===== config.mk =====
export PLATFORM = sky130hd
export DESIGN_NAME = i2c_arbiter
export DESIGN_NICKNAME = d
export VERILOG_FILES = /design/src/rtl/i2c_arbiter.sv
export SDC_FILE = /design/constraint.sdc
export NUM_CORES = 1
export LEC_CHECK = 0
export CELL_PAD_IN_SITES_DETAIL_PLACEMENT = 0
export CELL_PAD_IN_SITES_GLOBAL_PLACEMENT = 1
export CORE_MARGIN = 2
export CORE_UTILIZATION = 25
export DETAILED_ROUTE_END_ITERATION = 12
export DONT_BUFFER_PORTS = 1
export GPL_TIMING_DRIVEN = 0
export PLACE_DENSITY_LB_ADDON = 0.1
export SYNTH_ARGS = -nofsm -noshare
export SYNTH_HDL_FRONTEND = slang
export SYNTH_SLANG_ARGS = --single-unit

===== constraint.sdc =====
create_clock -name clock -period 4 [get_ports clock]
set_clock_uncertainty 0.2 [all_clocks]
set_input_delay 0.4 -clock clock [delete_from_list [all_inputs] [get_ports clock]]
set_output_delay 0.4 -clock clock [all_outputs]
set_load 0.05 [all_outputs]

===== src/rtl/i2c_arbiter.sv =====
// i2c_arbiter: round-robin sequencer sharing one I2C master controller
// between NUM_REQ clients, one single-byte transaction at a time.
module i2c_arbiter #(
  parameter int NUM_REQ       = 4,
  parameter int ADDR_WIDTH    = 7,
  parameter int DATA_WIDTH    = 8,
  parameter int START_TIMEOUT = 16
) (
  input  logic                            clock,
  input  logic                            reset,
  input  logic [NUM_REQ-1:0]              req_valid,
  input  logic [NUM_REQ-1:0]              req_rw,
  input  logic [NUM_REQ*ADDR_WIDTH-1:0]   req_addr,
  input  logic [NUM_REQ*DATA_WIDTH-1:0]   req_tx_data,
  output logic [NUM_REQ-1:0]              req_ready,
  output logic [NUM_REQ-1:0]              rsp_done,
  output logic [DATA_WIDTH-1:0]           rsp_rx_data,
  output logic                            rsp_ack_error,
  output logic                            rsp_timeout,
  output logic                            ctl_ready,
  output logic                            ctl_rw,
  output logic [ADDR_WIDTH-1:0]           ctl_slave_addr,
  output logic [DATA_WIDTH-1:0]           ctl_tx_data,
  input  logic                            ctl_busy,
  input  logic                            ctl_valid,
  input  logic                            ctl_ack_error,
  input  logic [DATA_WIDTH-1:0]           ctl_rx_data,
  output logic                            active,
  output logic [$clog2(NUM_REQ)-1:0]      grant_id
);

  localparam int GW = $clog2(NUM_REQ);
  localparam int TW = $clog2(START_TIMEOUT + 1);

  typedef enum logic [1:0] {IDLE, ISSUE, WAIT_DONE, COMPLETE} state_t;

  state_t                state, state_nx;
  logic [GW-1:0]         ptr;
  logic [GW-1:0]         win;
  logic [GW-1:0]         idx;
  logic                  found;
  logic [TW-1:0]         tcnt;
  logic                  to_hit;
  logic [DATA_WIDTH-1:0] rx_cap;
  logic                  ack_cap;
  logic [DATA_WIDTH-1:0] rx_next;
  logic                  ack_next;

  function automatic logic [NUM_REQ-1:0] onehot(input logic [GW-1:0] i);
    onehot    = '0;
    onehot[i] = 1'b1;
  endfunction

  assign to_hit = (tcnt == TW'(START_TIMEOUT - 1));

  // Round-robin search: first pending client at or after ptr, wrapping.
  always_comb begin
    found = 1'b0;
    win   = '0;
    idx   = '0;
    for (int unsigned k = 0; k < 32'(NUM_REQ); k++) begin
      idx = GW'((32'(ptr) + k) % 32'(NUM_REQ));
      if (!found && req_valid[idx]) begin
        found = 1'b1;
        win   = idx;
      end
    end
  end

  // Status that will be reported if the controller finishes this cycle;
  // lets a ctl_valid/ack coinciding with busy falling still be seen.
  always_comb begin
    rx_next  = ctl_valid ? ctl_rx_data : rx_cap;
    ack_next = ack_cap | ctl_ack_error;
  end

  // Next-state logic.
  always_comb begin
    state_nx = state;
    case (state)
      IDLE:      if (found) state_nx = ISSUE;
      ISSUE: begin
        if (ctl_busy)    state_nx = WAIT_DONE;
        else if (to_hit) state_nx = COMPLETE;
      end
      WAIT_DONE: if (!ctl_busy) state_nx = COMPLETE;
      COMPLETE:  state_nx = IDLE;
      default:   state_nx = IDLE;
    endcase
  end

  // State register.
  always_ff @(posedge clock or negedge reset) begin
    if (!reset) state <= IDLE;
    else        state <= state_nx;
  end

  // Registered command, status capture and client-facing outputs.
  always_ff @(posedge clock or negedge reset) begin
    if (!reset) begin
      req_ready      <= '0;
      rsp_done       <= '0;
      rsp_rx_data    <= '0;
      rsp_ack_error  <= 1'b0;
      rsp_timeout    <= 1'b0;
      ctl_ready      <= 1'b0;
      ctl_rw         <= 1'b0;
      ctl_slave_addr <= '0;
      ctl_tx_data    <= '0;
      active         <= 1'b0;
      grant_id       <= '0;
      ptr            <= '0;
      tcnt           <= '0;
      rx_cap         <= '0;
      ack_cap        <= 1'b0;
    end else begin
      req_ready <= '0;
      rsp_done  <= '0;
      case (state)
        IDLE: begin
          if (found) begin
            ctl_rw         <= req_rw[win];
            ctl_slave_addr <= req_addr[win*ADDR_WIDTH +: ADDR_WIDTH];
            ctl_tx_data    <= req_tx_data[win*DATA_WIDTH +: DATA_WIDTH];
            grant_id       <= win;
            req_ready      <= onehot(win);
            ptr            <= (win == GW'(NUM_REQ - 1)) ? '0 : win + GW'(1);
            rx_cap         <= '0;
            ack_cap        <= 1'b0;
            tcnt           <= '0;
            ctl_ready      <= 1'b1;
            active         <= 1'b1;
          end
        end
        ISSUE: begin
          if (ctl_busy) begin
            ctl_ready <= 1'b0;
          end else if (to_hit) begin
            ctl_ready     <= 1'b0;
            rsp_done      <= onehot(grant_id);
            rsp_rx_data   <= '0;
            rsp_ack_error <= 1'b0;
            rsp_timeout   <= 1'b1;
          end else begin
            tcnt <= tcnt + TW'(1);
          end
        end
        WAIT_DONE: begin
          rx_cap  <= rx_next;
          ack_cap <= ack_next;
          if (!ctl_busy) begin
            rsp_done      <= onehot(grant_id);
            rsp_rx_data   <= ctl_rw ? rx_next : '0;
            rsp_ack_error <= ack_next;
            rsp_timeout   <= 1'b0;
          end
        end
        COMPLETE: begin
          active        <= 1'b0;
          rsp_rx_data   <= '0;
          rsp_ack_error <= 1'b0;
          rsp_timeout   <= 1'b0;
        end
        default: ;
      endcase
    end
  end

endmodule


==> run_results.csv <==
group,metric,value,unit
outcome,outcome,"finished clean",
power,p_leak,0.00155,µW
logic_synthesis,syn_nets,369,
grt,grt_pass1_vias,2167,
logic_synthesis,synth.distinct_cells,40,
logic_synthesis,synth_edf_count,0,
detailed_routing,ant_nets,0,
die,fp.dieW,112,µm
die,rows,39,
grt,grt_remaining_overflow,0,
critical_path,end_kind,"flip-flop",
min_path,min_path_type,"input port to flip-flop",
sta,worst_slack,1.59,ns
logic_synthesis,seq_area_frac_synth,0.481,
detailed_routing,vias,2124,
detailed_routing,wl_per_cell,17.8,µm
power,fin_total_pwr,2870,µW
clock_network,clk_latency,0.30,ns
critical_path,critPathRequiredTime,3.98,ns
detailed_routing,routed_wl,7730,µm
clock_network,clockBufferDepth,2,
clock_network,cts_htree_levels,2,
die,fp.dieH,112,µm
placed_design,hpwl,5440,µm
finish,nNetsFinal,378,
power,ir_drop,0.286,mV
clock_network,cts-buffers-inserted,5,
die,die_area,12500,µm²
sta,drv_slew,0,
logic_synthesis,netlist_instances,280,
critical_path,worst-setup-path-type,"flip-flop to flip-flop",
detailed_routing,drt_iter0_drc,74,
detailed_routing,drt_pass1_iterations,4,
logic_synthesis,postSynthAreaPerCell,10.4,µm²
sta,max_freq,415,MHz
critical_path,crit_fanout,5,
sta,rsz0062_at_grt,"no",
critical_path,r2r_cells,8,
logic_synthesis,netlist_area,2910,µm²
sta,maxSlewHeadroom,0.603,
grt,grt_max_degree,57,
sta,finalSetupViolCount,0,
clock_network,cts_tree,"done",
min_path,holdPathStages,2,
critical_path,cp.arrival,2.39,ns
placed_design,dp_slack,1.59,ns
sta,report.final.hold_viol_count,0,
sta,setup_tns,0,ns
logic_synthesis,synth-async-reset-ratio,1.00,
grt,grt_usage,0.125,
die,ios,119,
detailed_routing,avgViaCountPerCell,4.91,
finish,finish.instance_area,3300,µm²
clock_network,clkTransAtPathRegs,0.07,ns
power,powerDensity,871,nW/µm²
placed_design,placed_area,3090,µm²
critical_path,crit_path_start_kind,"flip-flop",
clock_network,root_buffer,"clkbuf_16",
sta,holdWs,0.0830,ns
logic_synthesis,synth-seq-cells,56,
sta,period_needed,2.41,ns
die,initial_core_util,0.255,
finish,n_antenna_cell,0,
detailed_routing,drc,0,
logic_synthesis,yosysWarnings,0,
sta,period_share,0.603,
placed_design,routabilityCongestion,0.655,
clock_network,clock-sinks,56,
flow_run,cap_viol_max_count,0,
clock_network,postCtsSetupRepairBufs,0,
placed_design,port_buffers,0,
grt,grt_pass1_wl,12400,µm
finish,final_common_cell,"nand2_1",
finish,syn_to_final_growth,13.2,%
sta,tightest_slew,0.595,ns
finish,drive_gt1_frac,0.121,
logic_synthesis,synth_ff_type,"dfrtp_1",
grt,antenna_found_initial,0,
finish,layout_common_cells,"60 x nand2_1, 56 x dfrtp_1, 32 x mux2i_1, 16 x o221ai_1, 15 x o21ai_0",
die,coreArea,11400,µm²
repair_timing:
action | CTS | global route
endpoints found under the hold margin | 56 | 0
resized for setup | 0 | 0
hold buffers | 2 | 0
state kept, by name, indices dropped and copies added (netlist names), 4 cells and up:
| signal | flops |
|---|---|
| rsp_done | 4 |
| req_ready | 4 |
| ctl_tx_data | 8 |
| rx_cap | 8 |
| tcnt | 5 |
| ctl_slave_addr | 7 |
| rsp_rx_data | 8 |
metrics by stage:
step	instances	util
floorplan	280	-
global placement	423	0.271
detailed placement	423	0.271
CTS	433	0.289
global route	433	0.289
finish	433	0.289
layer usage:
metal | GRT usage | routed length, µm
met5 | 0 | 0
met4 | 0.0244 | 62
met3 | 0.0338 | 519
met2 | 0.211 | 3640
met1 | 0.161 | 3500
critical path: stages (launching register included):
cell and delay (ns):
dfrtp_1 0.41, ha_1 0.22, and3_1 0.18, ha_1 0.23, nor3b_2 0.34, a2bb2oi_1 0.33, nand4_1 0.17, xor2_1 0.17
nor2_1 0.06
power breakdown:
| part | switching (µW) | internal [µW] |
|---|---|---|
| Clock | 219 | 295 |
| Sequential | 604 | 756 |
| Combinational | 593 | 404 |
synthesized netlist by cell type (2+ instances only):
cell type / number / area [µm²]
o221ai_1: 16 / 140
o22ai_1: 2 / 12.5
o21ai_1: 4 / 20.0
a21oi_1: 5 / 25.0
nand2_1: 60 / 225
o21bai_1: 2 / 15.0
buf_12: 2 / 40.0
mux2i_1: 32 / 320
nor2b_1: 5 / 31.3
nor3_1: 2 / 10.0
nor3b_1: 2 / 15.0
and3_1: 2 / 12.5
nand2b_1: 2 / 12.5
inv_1: 7 / 26.3
ha_1: 8 / 100
inv_2: 2 / 7.51
o21ai_0: 15 / 75.1
clkbuf_1: 4 / 15.0
o31ai_1: 9 / 67.6
buf_2: 7 / 35.0
nor2_1: 10 / 37.5
dfrtp_1: 56 / 1400
xor2_1: 2 / 17.5
mux2_2: 8 / 90.1
path summary, 6_finish.rpt:
path,endpoint,slack (ns),startpoint
max,tcnt[3],1.59,tcnt[0]
min,ack_cap,0.08,ctl_ack_error
max reg2reg,tcnt[3],1.59,tcnt[0]
min reg2reg,rx_cap[4],0.28,rx_cap[4]
max in group asynchronous,grant_id[1],2.87,reset
min in group asynchronous,state[0],0.48,reset
cell type report:
class | instances | area, µm²
fill | 1225 | 8120
sequential | 56 | 1400
multi-input combinational | 200 | 1360
tap | 143 | 179
clock buffer | 5 | 125
buffer | 15 | 116
clock inverter | 3 | 42.5
timing repair buffer | 2 | 37.5
inverter | 9 | 33.8
cell families after synthesis:
logic type,synth area share
DFF,0.481
AOI/OAI and AO/OA,0.150
adders and majority gates,0.0344
and+or+nand+nor,0.136
xor gates and xnor gates,0.00601
muxes,0.141
buffers and inverters,0.0515
Power figures use the tool's default switching activity.
